`src/rtl/conv_layer_scheduler.sv`:
```
// conv_layer_scheduler
//   Sequences a multi-layer convolution run on top of the conv control unit.
//   A small layer table holds, per layer, the channel-size select, the
//   image-size select and the number of output kernels. For each layer the
//   scheduler latches the selects, holds the CU in reset, then issues one
//   kernel-load request per output kernel, waiting for conv_DONE after each.
//
// Ports
//   clk, aresetn          : clock, asynchronous active-low reset
//   cfg_we/addr/wdata     : layer table write port {ch[13:12], img[11:9], oc[8:0]}
//   num_layers            : layers to run (sampled at start)
//   start, abort          : run request / run stop
//   conv_DONE             : pass-complete pulse from the CU
//   Kernel_BRAM_IDLE      : kernel BRAM loader idle
//   Reset_top             : active-low CU reset
//   Load_kernel_BRAM      : kernel-load request to the CU
//   CHANNEL_SIZE_choose,
//   IMAGE_SIZE_choose     : size selects to the CU, stable for a whole layer
//   busy, cur_layer,
//   cur_out_ch            : status / progress
//   layer_done, all_done  : one-cycle completion pulses
//   err                   : sticky error, cleared by an accepted start
module conv_layer_scheduler #(
  parameter int LAYER_AW = 3,
  parameter int RST_CYC  = 2
) (
  input  logic                clk,
  input  logic                aresetn,
  input  logic                cfg_we,
  input  logic [LAYER_AW-1:0] cfg_addr,
  input  logic [13:0]         cfg_wdata,
  input  logic [LAYER_AW:0]   num_layers,
  input  logic                start,
  input  logic                abort,
  input  logic                conv_DONE,
  input  logic                Kernel_BRAM_IDLE,
  output logic                Reset_top,
  output logic                Load_kernel_BRAM,
  output logic [1:0]          CHANNEL_SIZE_choose,
  output logic [2:0]          IMAGE_SIZE_choose,
  output logic                busy,
  output logic [LAYER_AW-1:0] cur_layer,
  output logic [8:0]          cur_out_ch,
  output logic                layer_done,
  output logic                all_done,
  output logic                err
);

  localparam int DEPTH = 1 << LAYER_AW;
  localparam int RCW   = (RST_CYC > 1) ? $clog2(RST_CYC) : 1;
  localparam logic [RCW-1:0]      RST_LAST = RCW'(RST_CYC - 1);
  localparam logic [LAYER_AW:0]   NL_MAX   = (LAYER_AW + 1)'(DEPTH);
  localparam logic [LAYER_AW:0]   NL_ONE   = (LAYER_AW + 1)'(1);
  localparam logic [LAYER_AW-1:0] L_ONE    = LAYER_AW'(1);

  typedef enum logic [2:0] {
    S_IDLE,
    S_LOAD_CFG,
    S_RESET_CU,
    S_ISSUE,
    S_WAIT_DONE,
    S_NEXT_LAYER,
    S_ABORT
  } state_t;

  state_t                state_q, state_d;
  logic [RCW-1:0]        rst_cnt_q, rst_cnt_d;
  logic [LAYER_AW-1:0]   cur_layer_q, cur_layer_d;
  logic [8:0]            cur_out_ch_q, cur_out_ch_d;
  logic [LAYER_AW:0]     num_layers_q, num_layers_d;
  logic [8:0]            oc_q, oc_d;
  logic [1:0]            ch_q, ch_d;
  logic [2:0]            img_q, img_d;
  logic                  err_q, err_d;

  logic [13:0]           tbl [DEPTH];
  logic [13:0]           tbl_rd;
  logic                  last_kernel;
  logic                  last_layer;

  // Layer table: plain storage, contents are software-owned and not reset.
  // Writes are only accepted while idle, so a write in the start cycle lands
  // before S_LOAD_CFG reads the entry.
  always_ff @(posedge clk) begin
    if (cfg_we && (state_q == S_IDLE)) begin
      tbl[cfg_addr] <= cfg_wdata;
    end
  end

  assign tbl_rd      = tbl[cur_layer_q];
  assign last_kernel = (cur_out_ch_q == (oc_q - 9'd1));
  assign last_layer  = ({1'b0, cur_layer_q} == (num_layers_q - NL_ONE));

  always_comb begin
    state_d      = state_q;
    rst_cnt_d    = '0;
    cur_layer_d  = cur_layer_q;
    cur_out_ch_d = cur_out_ch_q;
    num_layers_d = num_layers_q;
    oc_d         = oc_q;
    ch_d         = ch_q;
    img_d        = img_q;
    err_d        = err_q;

    case (state_q)
      S_IDLE: begin
        if (start) begin
          if ((num_layers == '0) || (num_layers > NL_MAX)) begin
            err_d = 1'b1;
          end else begin
            err_d        = 1'b0;
            cur_layer_d  = '0;
            cur_out_ch_d = '0;
            num_layers_d = num_layers;
            state_d      = S_LOAD_CFG;
          end
        end
      end
      S_LOAD_CFG: begin
        if (tbl_rd[8:0] == 9'd0) begin
          err_d        = 1'b1;
          cur_layer_d  = '0;
          cur_out_ch_d = '0;
          state_d      = S_IDLE;
        end else begin
          // Selects only move here, right before the CU is held in reset.
          ch_d    = tbl_rd[13:12];
          img_d   = tbl_rd[11:9];
          oc_d    = tbl_rd[8:0];
          state_d = S_RESET_CU;
        end
      end
      S_RESET_CU: begin
        if (rst_cnt_q == RST_LAST) begin
          state_d = S_ISSUE;
        end else begin
          rst_cnt_d = rst_cnt_q + 1'b1;
        end
      end
      S_ISSUE: begin
        if (Kernel_BRAM_IDLE) begin
          state_d = S_WAIT_DONE;
        end
      end
      S_WAIT_DONE: begin
        if (conv_DONE) begin
          if (last_kernel) begin
            cur_out_ch_d = '0;
            state_d      = S_NEXT_LAYER;
          end else begin
            // CU self-resets after DONE; go straight to the next request.
            cur_out_ch_d = cur_out_ch_q + 9'd1;
            state_d      = S_ISSUE;
          end
        end
      end
      S_NEXT_LAYER: begin
        if (last_layer) begin
          state_d = S_IDLE;
        end else begin
          cur_layer_d = cur_layer_q + L_ONE;
          state_d     = S_LOAD_CFG;
        end
      end
      S_ABORT: begin
        if (rst_cnt_q == RST_LAST) begin
          state_d = S_IDLE;
        end else begin
          rst_cnt_d = rst_cnt_q + 1'b1;
        end
      end
      default: begin
        state_d = S_IDLE;
      end
    endcase

    // Abort overrides whatever the state decided, including a DONE in the
    // same cycle, so no completion pulse can follow it.
    if (abort && (state_q != S_IDLE) && (state_q != S_ABORT)) begin
      state_d      = S_ABORT;
      rst_cnt_d    = '0;
      cur_layer_d  = '0;
      cur_out_ch_d = '0;
      err_d        = err_q;
      ch_d         = ch_q;
      img_d        = img_q;
      oc_d         = oc_q;
    end
  end

  always_ff @(posedge clk or negedge aresetn) begin
    if (!aresetn) begin
      state_q      <= S_IDLE;
      rst_cnt_q    <= '0;
      cur_layer_q  <= '0;
      cur_out_ch_q <= '0;
      num_layers_q <= '0;
      oc_q         <= '0;
      ch_q         <= '0;
      img_q        <= '0;
      err_q        <= 1'b0;
    end else begin
      state_q      <= state_d;
      rst_cnt_q    <= rst_cnt_d;
      cur_layer_q  <= cur_layer_d;
      cur_out_ch_q <= cur_out_ch_d;
      num_layers_q <= num_layers_d;
      oc_q         <= oc_d;
      ch_q         <= ch_d;
      img_q        <= img_d;
      err_q        <= err_d;
    end
  end

  // Outputs decode registered state only; no input reaches them directly.
  assign Reset_top           = !((state_q == S_RESET_CU) || (state_q == S_ABORT));
  assign Load_kernel_BRAM    = (state_q == S_ISSUE);
  assign busy                = (state_q != S_IDLE);
  assign layer_done          = (state_q == S_NEXT_LAYER);
  assign all_done            = (state_q == S_NEXT_LAYER) && last_layer;
  assign CHANNEL_SIZE_choose = ch_q;
  assign IMAGE_SIZE_choose   = img_q;
  assign cur_layer           = cur_layer_q;
  assign cur_out_ch          = cur_out_ch_q;
  assign err                 = err_q;

endmodule

```
`config.mk`:
```
export PLATFORM = sky130hd
export DESIGN_NAME = conv_layer_scheduler
export DESIGN_NICKNAME = d
export VERILOG_FILES = /design/src/rtl/conv_layer_scheduler.sv
export SDC_FILE = /design/constraint.sdc
export NUM_CORES = 1
export LEC_CHECK = 0
export BUFFER_PORTS_ARGS = -buffer_cell sky130_fd_sc_hd__buf_2
export CAP_MARGIN = 10
export CORE_ASPECT_RATIO = 0.5
export CORE_MARGIN = 3
export CORE_UTILIZATION = 40
export CTS_BUF_LIST = sky130_fd_sc_hd__clkbuf_4
export DETAILED_ROUTE_END_ITERATION = 8
export PLACE_DENSITY = 0.61
export SETUP_SLACK_MARGIN = 0.2
export SLEW_MARGIN = 25
export SYNTH_ARGS = -nofsm -noshare
export SYNTH_HDL_FRONTEND = slang
export SYNTH_SLANG_ARGS = --single-unit
```
`constraint.sdc`:
```
create_clock -name clk -period 7.67 [get_ports clk]
set_input_delay 0.3835 -clock clk [delete_from_list [all_inputs] [get_ports clk]]
set_output_delay 0.3835 -clock clk [all_outputs]
set_load 0.05 [all_outputs]
```
# After elaboration in Yosys (flattened, before gate mapping)

Memory sizes are Yosys's and may differ from the RTL's.
Index checks and enable logic that the tools add are counted.
W data, S select, Z words.

Flip-flop bits (word level): 35
Bits in latches: 0
Bits in writable memories: 112
ROM bits: 0
Bits of input ports: 28
Output and inout port bits: 23
Logic and storage cells: 92
Memories kept: 1

Memories:

| memory | words | bits a word | read ports | clocked after memory_dff | wr ports | RTL line | text |
|---|---|---|---|---|---|---|---|
| tbl    | 8     | 14          | 1          | 0                        | 1        | 76       | `logic [13:0] tbl [DEPTH];` |

$add $sub $neg: 5
Multiply operators: 0
Div/mod/pow operators: 0
Order comparisons: 1
Equality and inequality tests: 19
Shift operators: 0
Multiplexer cells: 33
Bitwise operators: 3
Reductions and logical operators: 21

Operators by type and width:

| kind                  | count |
|---|---|
| $mux W9               | 6 |
| $mux W3               | 13 |
| $pmux W9 S3           | 1 |
| $pmux W3 S7           | 1 |
| $ne A3 B3 Y1 const B  | 5 |
| $ne A3 B2 Y1 const B  | 4 |
| $reduce_and A5 Y1     | 2 |
| $add A9 B1 Y9 const B | 1 |
| $eq A3 B3 Y1 const B  | 3 |
| $eq A9 B9 Y1          | 1 |
| $logic_not A9 Y1      | 1 |
| $mux W1               | 9 |
| $pmux W3 S3           | 1 |
| $sub A9 B1 Y9 const B | 1 |
| $reduce_bool A4 Y1    | 2 |
| $eq A3 B2 Y1 const B  | 2 |
| $reduce_and A3 Y1     | 2 |
| $reduce_and A6 Y1     | 1 |
| $eq A3 B4 Y1          | 1 |
| $gt A4 B4 Y1 const B  | 1 |
| $logic_and A1 B1 Y1   | 4 |
| $logic_not A4 Y1      | 1 |
| $ne A2 B2 Y1 const B  | 2 |
| $reduce_and A4 Y1     | 1 |
| 13 further kinds      | 16 |

# Depth between registers and ports, before layout

Gate-level depths: netlist of the first run.

Depth after elaboration: 6
Mapped depth: 10
Depth with buffers taken out: 9

# Worst setup path before layout of the first run

Ideal clock, no wire load.

Path kind: reg-to-reg
Start point: register cur_layer_q[0] (netlist: cur_layer[0])
End point: register cur_out_ch_q[3] (netlist: cur_out_ch[3])
Library setup time: 0.069 ns
Arrival: 2.994 ns
Setup slack: 4.607 ns
Stages on the path, launching flop included: 10
Buffers on the path: 2
Cell sequence: dfrtp_1 buf_6 buf_6 mux4_2 mux2_2 nor4_2 nand3_1 o31a_1 or4b_1 nand3_1

Longest elaborated chain between the ends: 4

RTL lines:

| item                               | RTL line | text |
|---|---|---|
| start: declaration                 | 68       | `logic [LAYER_AW-1:0] cur_layer_q, cur_layer_d;` |
| start signal: assignment           | 205      | `cur_layer_q <= cur_layer_d;` |
| $mem_v2 Z8 W14                     | -        |  |
| $logic_not A9 Y1                   | 120      | `if (tbl_rd[8:0] == 9'd0) begin` |
| $ne A3 B3 Y1 (no source line)      | -        |  |
| $reduce_and A5 Y1 (no source line) | -        |  |
| end signal: assignment             | 206      | `cur_out_ch_q <= cur_out_ch_d;` |
| end: declaration                   | 69       | `logic [8:0] cur_out_ch_q, cur_out_ch_d;` |

Every way passes these cells.
A chain may end at the register's enable or synchronous reset.

# Worst setup path in the final report of the first run

Start point: register cur_layer_q[0] (netlist: cur_layer[0])
End point: register cur_layer_q[2] (netlist: cur_layer[2])

Longest elaborated chain between the ends: 4
Elaborated cells on any way between the ends: 10
Those cells by class: add/sub: 1; eq/ne: 3; mux: 3; reduce/logical: 2; memory: 1

RTL lines:

| item                                                          | RTL line |
|---|---|
| $mem_v2 Z8 W14 or $add A3 B1 Y3 (tied branches)               | - |
| $logic_not A9 Y1 or $mux W3 (tied branches)                   | 120, 158 |
| $ne A3 B3 Y1 (no source line) or $pmux W3 S3 (tied branches)  | - |
| $reduce_and A5 Y1 (no source line) or $mux W3 (tied branches) | - |

Parallel ways exist; a longest one is shown, timed or not. The select of a mux whose other input is x is not followed.

==> results.py, run 1 <==
metrics = {
    "status": {
        "outcome": "finished, final reports clean",
    },
    "synth": {
        "async_flop_share_pct": 23.8,
        "yosys.area_share.xor_xnor_pct": 2.06,
        "ys_ff_latch": 147,
        "synth_mux_area_share_pct": 14.4,
        "synth_edf_count": 112,
        "syn_area_mm2": 0.00638,
        "synth_fa_ha_area_share_pct": 0.784,
        "synth-compound-area-share_pct": 6.31,
        "syn_nets": 449,
        "synthSimpleGateAreaFrac_pct": 7.68,
        "synth_top_family_by_area": "multiplexers",
        "syn_inst": 417,
        "yosysWarningCount": 0,
        "synth_ff_type": "edfxtp_1",
        "netlist-cell-type-count": 51,
        "avgSynthCellArea_um2": 15.3,
        "synth-seq-area-share_pct": 66.4,
    },
    "sta": {
        "rsz0062_at_grt": "false",
        "period_share_pct": 45.9,
        "finalSetupViolCount": 0,
        "fmax_mhz": 284,
        "hold_violations": 0,
        "finClkSkew_ns": 0.0235,
        "tns_ns": 0,
        "fin_ws_ns": 4.15,
        "hold_ws_ns": 0.100,
        "fin_crit_ns": 3.52,
        "drv_slew": 0,
        "relSlewSlack_pct": 31.4,
        "tightestPinTransition_ns": 1.03,
    },
    "cts": {
        "htree_num_levels": 4,
        "cts_tree": "built",
        "cts_resized": 0,
        "cts_buffer_depth": 2,
        "cts.sinks": 147,
        "cts_buffers": 17,
        "clockRootBuffer": "clkbuf_4",
        "cts_setup_buffers": 0,
        "path_clk_slew_ns": 0.14,
        "clock_latency_ns": 0.52,
    },
    "critical_path": {
        "crit_family": "simple AND/OR/NAND/NOR gates",
        "startpoint_type": "flop",
        "crit_fanout": 34,
        "worstPathArrival_ns": 3.94,
        "crit_cells": 8,
        "reg2reg_depth": 8,
        "slowest_stage": "nand4_1",
        "crit_path_end_kind": "flop",
        "crit_chain": "buf_4, mux4_2, mux2_2, nor3_1, nand3_1, nand4_1, nand2_1, a22o_1",
        "crit_type": "flop to flop",
        "path_buf_inv": 1,
        "required_ns": 8.08,
        "max_stage_delay_ns": 0.65,
    },
    "placement": {
        "dp_cells": 651,
        "place_hpwl_um": 8240,
        "port_buffers": 50,
        "pre_cts_ws_ns": 4.11,
        "place_congestion": 0.812,
        "place_area_mm2": 0.00686,
    },
    "floorplan": {
        "placementRows": 31,
        "start_util_pct": 42.5,
        "io_pins": 51,
        "die_y_um": 95.3,
        "core_area_mm2": 0.0150,
        "dieArea_mm2": 0.0176,
        "die_w_um": 185,
    },
    "pwr": {
        "p_clk_share_pct": 22.5,
        "p_sw_mw": 0.748,
        "pwr-share-seq_pct": 48.7,
        "p_per_area_mw_per_mm2": 292,
        "power_frac_comb_pct": 28.8,
        "swShare_pct": 35.8,
        "ir_worst_vdd_mv": 0.101,
        "p_leak_nw": 2.52,
        "internal_power_mw": 1.34,
        "p_total_mw": 2.09,
    },
    "layout": {
        "num_antenna_cells": 0,
        "area_growth_pct": 12.0,
        "drive_gt1_share_pct": 29.9,
        "fin_util_pct": 47.6,
        "fin_area_mm2": 0.00715,
        "final_cell_mix": "112 x edfxtp_1, 50 x buf_2, 34 x dfrtp_1",
        "num-fill-cells": 1310,
        "final_cells": 683,
        "final_common_cell": "edfxtp_1",
        "fin_nets": 505,
    },
    "global_route": {
        "grt_use_total_pct": 15.7,
        "overflow": 0,
        "antenna_found_initial": 2,
        "grt_max_degree": 36,
        "grt_pass1_wl_um": 20700,
        "grt_pass1_vias": 3682,
    },
    "run": {
        "cap_violations": 0,
    },
    "drt": {
        "wire_per_inst_um": 18.9,
        "dr.pass1.iters": 4,
        "viasPerCell": 5.43,
        "final_antenna_net_count": 0,
        "drc": 0,
        "dr_total_vias": 3709,
        "drtIter0Drc": 264,
        "postRouteWirelength_um": 12900,
    },
    "hold_path": {
        "hold_depth": 2,
        "min_path_type": "input port to flop",
    },
}
[cell families after synthesis]
family | Yosys count
xor+xnor | 15
compound gates | 63
buf+inv | 36
mux | 54
simple gates | 98
fa+ha+maj | 4
flops | 147
[registers in the layout, summed over array words and instances (netlist names)]
name                 count
tbl                    112
cur_out_ch               9
oc_q                     9
num_layers_q             4
IMAGE_SIZE_choose        3
cur_layer                3
state_q                  3
CHANNEL_SIZE_choose      2
err                      1
rst_cnt_q                1
[cell type report]
class | count | area, µm² | area share (%)
Sequential cell | 147 | 4240 | 59.3
Inverter | 18 | 67.6 | 0.945
Clock inverter | 14 | 145 | 2.03
Timing Repair Buffer | 55 | 290 | 4.06
Clock buffer | 17 | 128 | 1.79
Tap cell | 198 | 248 | 3.47
Multi-Input combinational cell | 234 | 2030 | 28.4
[Yosys cell counts (2+ instances only)]
cell / number / share of area (%)
buf_6: 2 / 0.35
or2_2: 2 / 0.20
nor2b_1: 4 / 0.39
nand3_1: 12 / 0.94
nand2_1: 27 / 1.6
o31ai_1: 2 / 0.24
a21oi_1: 14 / 1.1
mux2i_1: 6 / 0.94
a41oi_1: 2 / 0.27
a22o_1: 2 / 0.27
nand4_1: 4 / 0.39
edfxtp_1: 112 / 53
nand3b_1: 2 / 0.24
clkbuf_1: 12 / 0.71
nor3_1: 13 / 1.0
nand2b_1: 4 / 0.39
a211oi_1: 5 / 0.59
o21ai_0: 18 / 1.4
nor2_1: 20 / 1.2
xnor2_1: 9 / 1.2
ha_1: 4 / 0.78
buf_2: 2 / 0.16
o32ai_1: 2 / 0.27
o22ai_1: 4 / 0.39
a21o_1: 2 / 0.24
mux4_2: 28 / 9.9
dfrtp_1: 35 / 14
inv_1: 18 / 1.1
xor2_1: 6 / 0.82
a31oi_1: 3 / 0.29
buf_1: 2 / 0.12
mux2_2: 20 / 3.5
[final timing paths]
path	slack [ns]	to	startpoint
max in group asynchronous	6.60	cur_layer[0]	aresetn
worst max-delay path	4.15	cur_layer[2]	cur_layer[0]
worst min register to register	0.50	IMAGE_SIZE_choose[1]	IMAGE_SIZE_choose[1]
worst max register to register	4.15	cur_layer[2]	cur_layer[0]
worst min-delay path	0.10	num_layers_q[1]	num_layers[1]
min in group asynchronous	0.49	cur_out_ch[5]	aresetn
[routing by layer]
layer	vias to the layer above	wire length, µm	global-route usage, %
li1	1735	-	-
met1	1865	6040	21.3
met2	92	6040	25.2
met3	13	643	4.34
met4	4	138	4.12
met5	-	26	0
[power groups by stage]
stage          clock [mW]  sequential (mW)  combinational (mW)
3_5_place_dp            0             1.04               0.605
5_1_grt             0.520             1.03               0.664
6_report            0.471             1.02               0.602
2_1_floorplan           0             1.06               0.437
4_1_cts             0.485             1.02               0.606
3_3_place_gp            0             1.03               0.597
[what timing repair did]
action | in CTS | in global routing
hold buffers | 1 | 0
setup endpoints to repair | 0 | 0
hold endpoints to repair | 35 | 0
Note: power is estimated with default switching activity, not from simulation.
==> run 2, diff against run 1 <==
PLACE_DENSITY = 0.63   (was 0.61)
clock period = 2.9 ns   (was 7.67 ns; I/O delays follow)
==> run 2 against run 1 <==
Count of clock-buffer cells in the layout is the same. Highest routed layer is now met4. Via count up 6.0%. Clock skew decreased by 0.0018 ns. Sequential power rose to 2.6 times the previous value.
==> results.py, run 2 (synthesized netlist as in run 1, its figures left out) <==
metrics = {
    "pwr": {
        "p_leak_nw": 2.90,
        "power_frac_comb_pct": 33.2,
        "p_clk_share_pct": 22.8,
        "internal_power_mw": 3.94,
        "p_total_mw": 6.05,
        "p_sw_mw": 2.10,
        "p_per_area_mw_per_mm2": 771,
        "ir_worst_vdd_mv": 0.244,
        "pwr-share-seq_pct": 44.1,
        "swShare_pct": 34.8,
    },
    "drt": {
        "dr_total_vias": 3930,
        "drtIter0Drc": 274,
        "wire_per_inst_um": 18.1,
        "drc": 0,
        "viasPerCell": 5.30,
        "postRouteWirelength_um": 13400,
        "final_antenna_net_count": 0,
        "dr.pass1.iters": 4,
    },
    "floorplan": {
        "dieArea_mm2": 0.0176,
        "io_pins": 51,
        "start_util_pct": 42.5,
        "placementRows": 31,
        "core_area_mm2": 0.0150,
        "die_y_um": 95.3,
        "die_w_um": 185,
    },
    "placement": {
        "port_buffers": 50,
        "place_congestion": 0.838,
        "place_hpwl_um": 8820,
        "place_area_mm2": 0.00711,
        "dp_cells": 681,
        "pre_cts_ws_ns": 0.115,
    },
    "cts": {
        "cts_buffers": 17,
        "clock_latency_ns": 0.52,
        "cts.sinks": 147,
        "cts_tree": "built",
        "cts_buffer_depth": 2,
        "path_clk_slew_ns": 0.13,
        "htree_num_levels": 4,
        "clockRootBuffer": "clkbuf_4",
    },
    "layout": {
        "area_growth_pct": 23.0,
        "final_common_cell": "edfxtp_1",
        "regMostFlops": "tbl",
        "num-fill-cells": 1216,
        "drive_gt1_share_pct": 35.7,
        "fin_area_mm2": 0.00785,
        "final_cell_mix": "112 x edfxtp_1, 50 x buf_2, 32 x dfrtp_1",
        "final_cells": 741,
        "largest_reg_flops": 112,
        "fin_nets": 560,
    },
    "hold_path": {
        "min_path_type": "input port to flop",
        "hold_depth": 3,
    },
    "global_route": {
        "overflow": 0,
        "grt_pass1_wl_um": 21300,
        "grt_use_total_pct": 16.2,
        "antenna_found_initial": 2,
        "grt_max_degree": 36,
        "grt_pass1_vias": 3894,
    },
    "critical_path": {
        "worstPathArrival_ns": 3.18,
        "crit_type": "flop to flop",
        "crit_path_end_kind": "flop",
        "crit_fanout": 5,
        "startpoint_type": "flop",
        "reg2reg_depth": 8,
        "required_ns": 3.35,
    },
    "sta": {
        "fin_crit_ns": 2.73,
        "relSlewSlack_pct": 45.3,
        "tns_ns": 0,
        "drv_slew": 0,
        "fmax_mhz": 367,
        "rsz0062_at_grt": "true",
        "fin_ws_ns": 0.172,
        "finalSetupViolCount": 0,
        "tightestPinTransition_ns": 0.821,
        "hold_violations": 0,
        "finClkSkew_ns": 0.0217,
        "period_share_pct": 94.1,
    },
    "status": {
        "outcome": "finished, final reports clean",
    },
    "run": {
        "cap_violations": 0,
    },
}
[run 2: changes by cell type in the layout (fill, tap and decap cells not counted), sizes merged]
cell         change
bufinv           +1
dlygate4sd3     +19
inv              +1
clkinv           -2
diode            +2
clkbuf           +2
buf             +34
clkinvlp         +1
[run 2: worst paths after layout]
| kind | startpoint | endpoint | slack [ns] |
|---|---|---|---|
| setup reg to reg | cur_layer[0] | cur_out_ch[3] | 0.17 |
| setup / recovery | cur_layer[0] | cur_out_ch[3] | 0.17 |
| hold reg to reg | CHANNEL_SIZE_choose[0] | CHANNEL_SIZE_choose[0] | 0.50 |
| max in group asynchronous | aresetn | cur_layer[0] | 2.08 |
| min in group asynchronous | aresetn | cur_out_ch[7] | 0.24 |
| hold / removal | abort | state_q[1] | 0.07 |
[run 2: power by group through the flow]
stage | Clock [mW] | Combinational (mW) | Sequential (mW)
finish | 1.38 | 2.01 | 2.66
global placement | 0 | 1.77 | 2.70
global route | 1.53 | 2.19 | 2.70
floorplan | 0 | 1.20 | 2.80
detailed placement | 0 | 1.79 | 2.70
CTS | 1.41 | 1.91 | 2.66
[run 2: critical path: stages (launching register included)]
cell     delay [ns]
dfrtp_2        0.46
buf_6          0.15
mux4_2         0.49
mux2_4         0.30
nor4_4         0.28
nand3_2        0.15
o31a_1         0.30
or4b_1         0.47
nand3_1        0.08
[run 2: timing repair]
action,CTS,global route
resized for setup,16,22
setup buffers,2,1
pin swaps,2,4
hold endpoints to repair,152,0
cloned,1,2
endpoints found under the setup margin,10,16
hold buffers,20,0
[run 2: per-layer routing]
metal / vias to the layer above / part of all wire, % / GRT usage (%) / routed length, µm
met5: - / 0 / 0 / 0
met4: 0 / 0.79 / 4.49 / 106
met3: 8 / 5.9 / 4.27 / 792
met2: 100 / 46 / 25.0 / 6230
met1: 1967 / 47 / 22.8 / 6310
li1: 1855 / - / - / -
[run 2: metrics by stage]
| step | util (%) | hold WS [ns] |
|---|---|---|
| after global routing | 52.3 | 0.0362 |
| after CTS | 51.4 | 0.0138 |
| after detailed placement | 47.4 | 0.295 |
| after floorplan | - | -0.151 |
| after global placement | 47.4 | 0.301 |
| final | 52.3 | 0.0740 |
[run 2: cell type report]
class / count / area (µm²) / area share (%)
repair buffers: 110 / 857 / 10.9
clock buffers: 17 / 128 / 1.63
inverters: 18 / 67.6 / 0.861
multi-input cells: 234 / 2120 / 27.0
clock inverters: 15 / 183 / 2.33
diodes: 2 / 5.00 / 0.0638
well taps: 198 / 248 / 3.16
flip-flops and latches: 147 / 4240 / 54.1
==> run 3, diff against run 2 <==
HOLD_SLACK_MARGIN = 0.12   (was default)
PLACE_DENSITY = 0.61   (was 0.63)
clock period = 3.1 ns   (was 2.9 ns; I/O delays follow)
==> run 3 against run 2 <==
Critical endpoint unchanged. Largest power group unchanged. Hold slack improved by 0.090 ns. Sequential power fell by 6%. Die area did not move. Via count rose by 0.13%.
==> results.py, run 3 (synthesized netlist as in run 1, its figures left out) <==
metrics = {
    "critical_path": {
        "r2r_end": "cur_out_ch[3]",
        "startpoint_type": "flop",
        "ff2ff_setup_slack_ns": 0.26,
        "r2r_start": "cur_layer[0]",
        "reg2reg_depth": 8,
        "crit_type": "flop to flop",
        "worstPathArrival_ns": 3.33,
        "crit_fanout": 11,
        "required_ns": 3.59,
        "crit_path_end_kind": "flop",
    },
    "drt": {
        "wire_per_inst_um": 18.3,
        "final_antenna_net_count": 0,
        "dr.pass1.iters": 4,
        "drtIter0Drc": 264,
        "dr_total_vias": 3935,
        "drc": 0,
        "viasPerCell": 5.32,
        "postRouteWirelength_um": 13500,
    },
    "sta": {
        "drv_slew": 0,
        "finClkSkew_ns": 0.0256,
        "relSlewSlack_pct": 44.0,
        "rsz0062_at_grt": "true",
        "hold_violations": 0,
        "tns_ns": 0,
        "finalSetupViolCount": 0,
        "tightestPinTransition_ns": 0.840,
        "fin_crit_ns": 2.84,
        "fmax_mhz": 352,
        "period_share_pct": 91.7,
    },
    "floorplan": {
        "io_pins": 51,
        "core_area_mm2": 0.0150,
        "die_w_um": 185,
        "placementRows": 31,
        "dieArea_mm2": 0.0176,
        "start_util_pct": 42.5,
        "die_y_um": 95.3,
    },
    "layout": {
        "area_growth_pct": 20.0,
        "regMostFlops": "tbl",
        "final_common_cell": "edfxtp_1",
        "drive_gt1_share_pct": 32.2,
        "fin_nets": 560,
        "fin_util_pct": 51.0,
        "largest_reg_flops": 112,
        "final_cell_mix": "112 x edfxtp_1, 50 x buf_2, 32 x dfrtp_1",
        "num_antenna_cells": 0,
    },
    "hold_path": {
        "whs_endpoint": "tbl[2][12]",
        "min_from": "cfg_we",
        "hold_depth": 3,
        "min_path_type": "input port to flop",
    },
    "cts": {
        "cts_tree": "built",
        "path_clk_slew_ns": 0.15,
        "clock_latency_ns": 0.54,
        "clockRootBuffer": "clkbuf_4",
        "htree_num_levels": 4,
        "cts.sinks": 147,
        "cts_buffer_depth": 2,
        "cts_buffers": 17,
    },
    "global_route": {
        "grt_use_total_pct": 16.5,
        "antenna_found_initial": 0,
        "grt_pass1_wl_um": 21700,
        "grt_pass1_vias": 3945,
        "grt_max_degree": 36,
        "overflow": 0,
    },
    "pwr": {
        "ir_worst_vdd_mv": 0.239,
        "p_leak_nw": 2.78,
        "p_total_mw": 5.39,
        "p_per_area_mw_per_mm2": 703,
    },
    "run": {
        "cap_violations": 0,
    },
    "placement": {
        "port_buffers": 50,
        "place_congestion": 0.845,
        "place_hpwl_um": 8750,
    },
    "status": {
        "outcome": "finished, final reports clean",
    },
}
-- run 3: changes by cell type in the layout (fill, tap and decap cells not counted), sizes merged --
cell and delta:
dlygate4sd3 +10, buf -8, bufinv -2, diode -2, clkbuf -1, clkinvlp +1
-- run 3: power breakdown --
part / internal (mW) / switching, mW / leakage (nW)
combinational: 0.775 / 0.963 / 1.20
clock: 0.365 / 0.784 / 0.137
sequential: 2.31 / 0.192 / 1.45
-- run 3: worst max-delay path by stage --
| stage | start | endpoint | cells past startpoint |
|---|---|---|---|
| after floorplan | cur_layer[0] | cur_out_ch[3] | 9 |
| after global placement | cur_layer[0] | cur_out_ch[3] | 9 |
| after detailed placement | cur_layer[0] | cur_out_ch[3] | 9 |
| after CTS | cur_layer[0] | cur_out_ch[3] | 9 |
| after global routing | cur_layer[0] | cur_out_ch[3] | 8 |
| final | cur_layer[0] | cur_out_ch[3] | 8 |
-- run 3: cell type report --
class / instances / area, µm²
repair buffers: 110 / 805
well taps: 198 / 248
fillers: 1285 / 7350
clock buffers: 18 / 135
flip-flops and latches: 147 / 4250
multi-input cells: 234 / 2020
inverters: 18 / 67.6
clock inverters: 14 / 135
-- run 3: repair_timing --
item | in CTS | in global routing
endpoints found under the hold margin | 167 | 0
pin swaps | 1 | 2
setup buffers | 2 | 7
endpoints found under the setup margin | 4 | 28
gates resized for setup | 1 | 7
hold buffers | 30 | 0
-- run 3: stage by stage --
stage	setup WS (ns)	cells	hold slack [ns]	instance area, µm²
floorplan	0.205	417	-0.141	6390
global placement	0.150	668	0.319	6990
detailed placement	0.144	668	0.316	6990
CTS	0.249	732	0.123	7580
global route	0.147	739	0.142	7660
finish	0.259	739	0.164	7660
-- run 3: critical path, stage by stage (launching register included) --
cell and delay [ns]:
dfrtp_2 0.44, buf_12 0.16, mux4_2 0.50, mux2_2 0.29, nor4_2 0.29, nand3_2 0.19, o31a_1 0.37, or4b_1 0.47
nand3_1 0.09
-- run 3: routing by layer --
layer  vias to the layer above  GRT usage (%)  routed length, µm
met1                      1975           23.7               6630
met4                         0           4.80                165
met2                        97           25.2               6010
li1                       1846              -                  -
met3                        17           4.12                715
met5                         -              0                  0
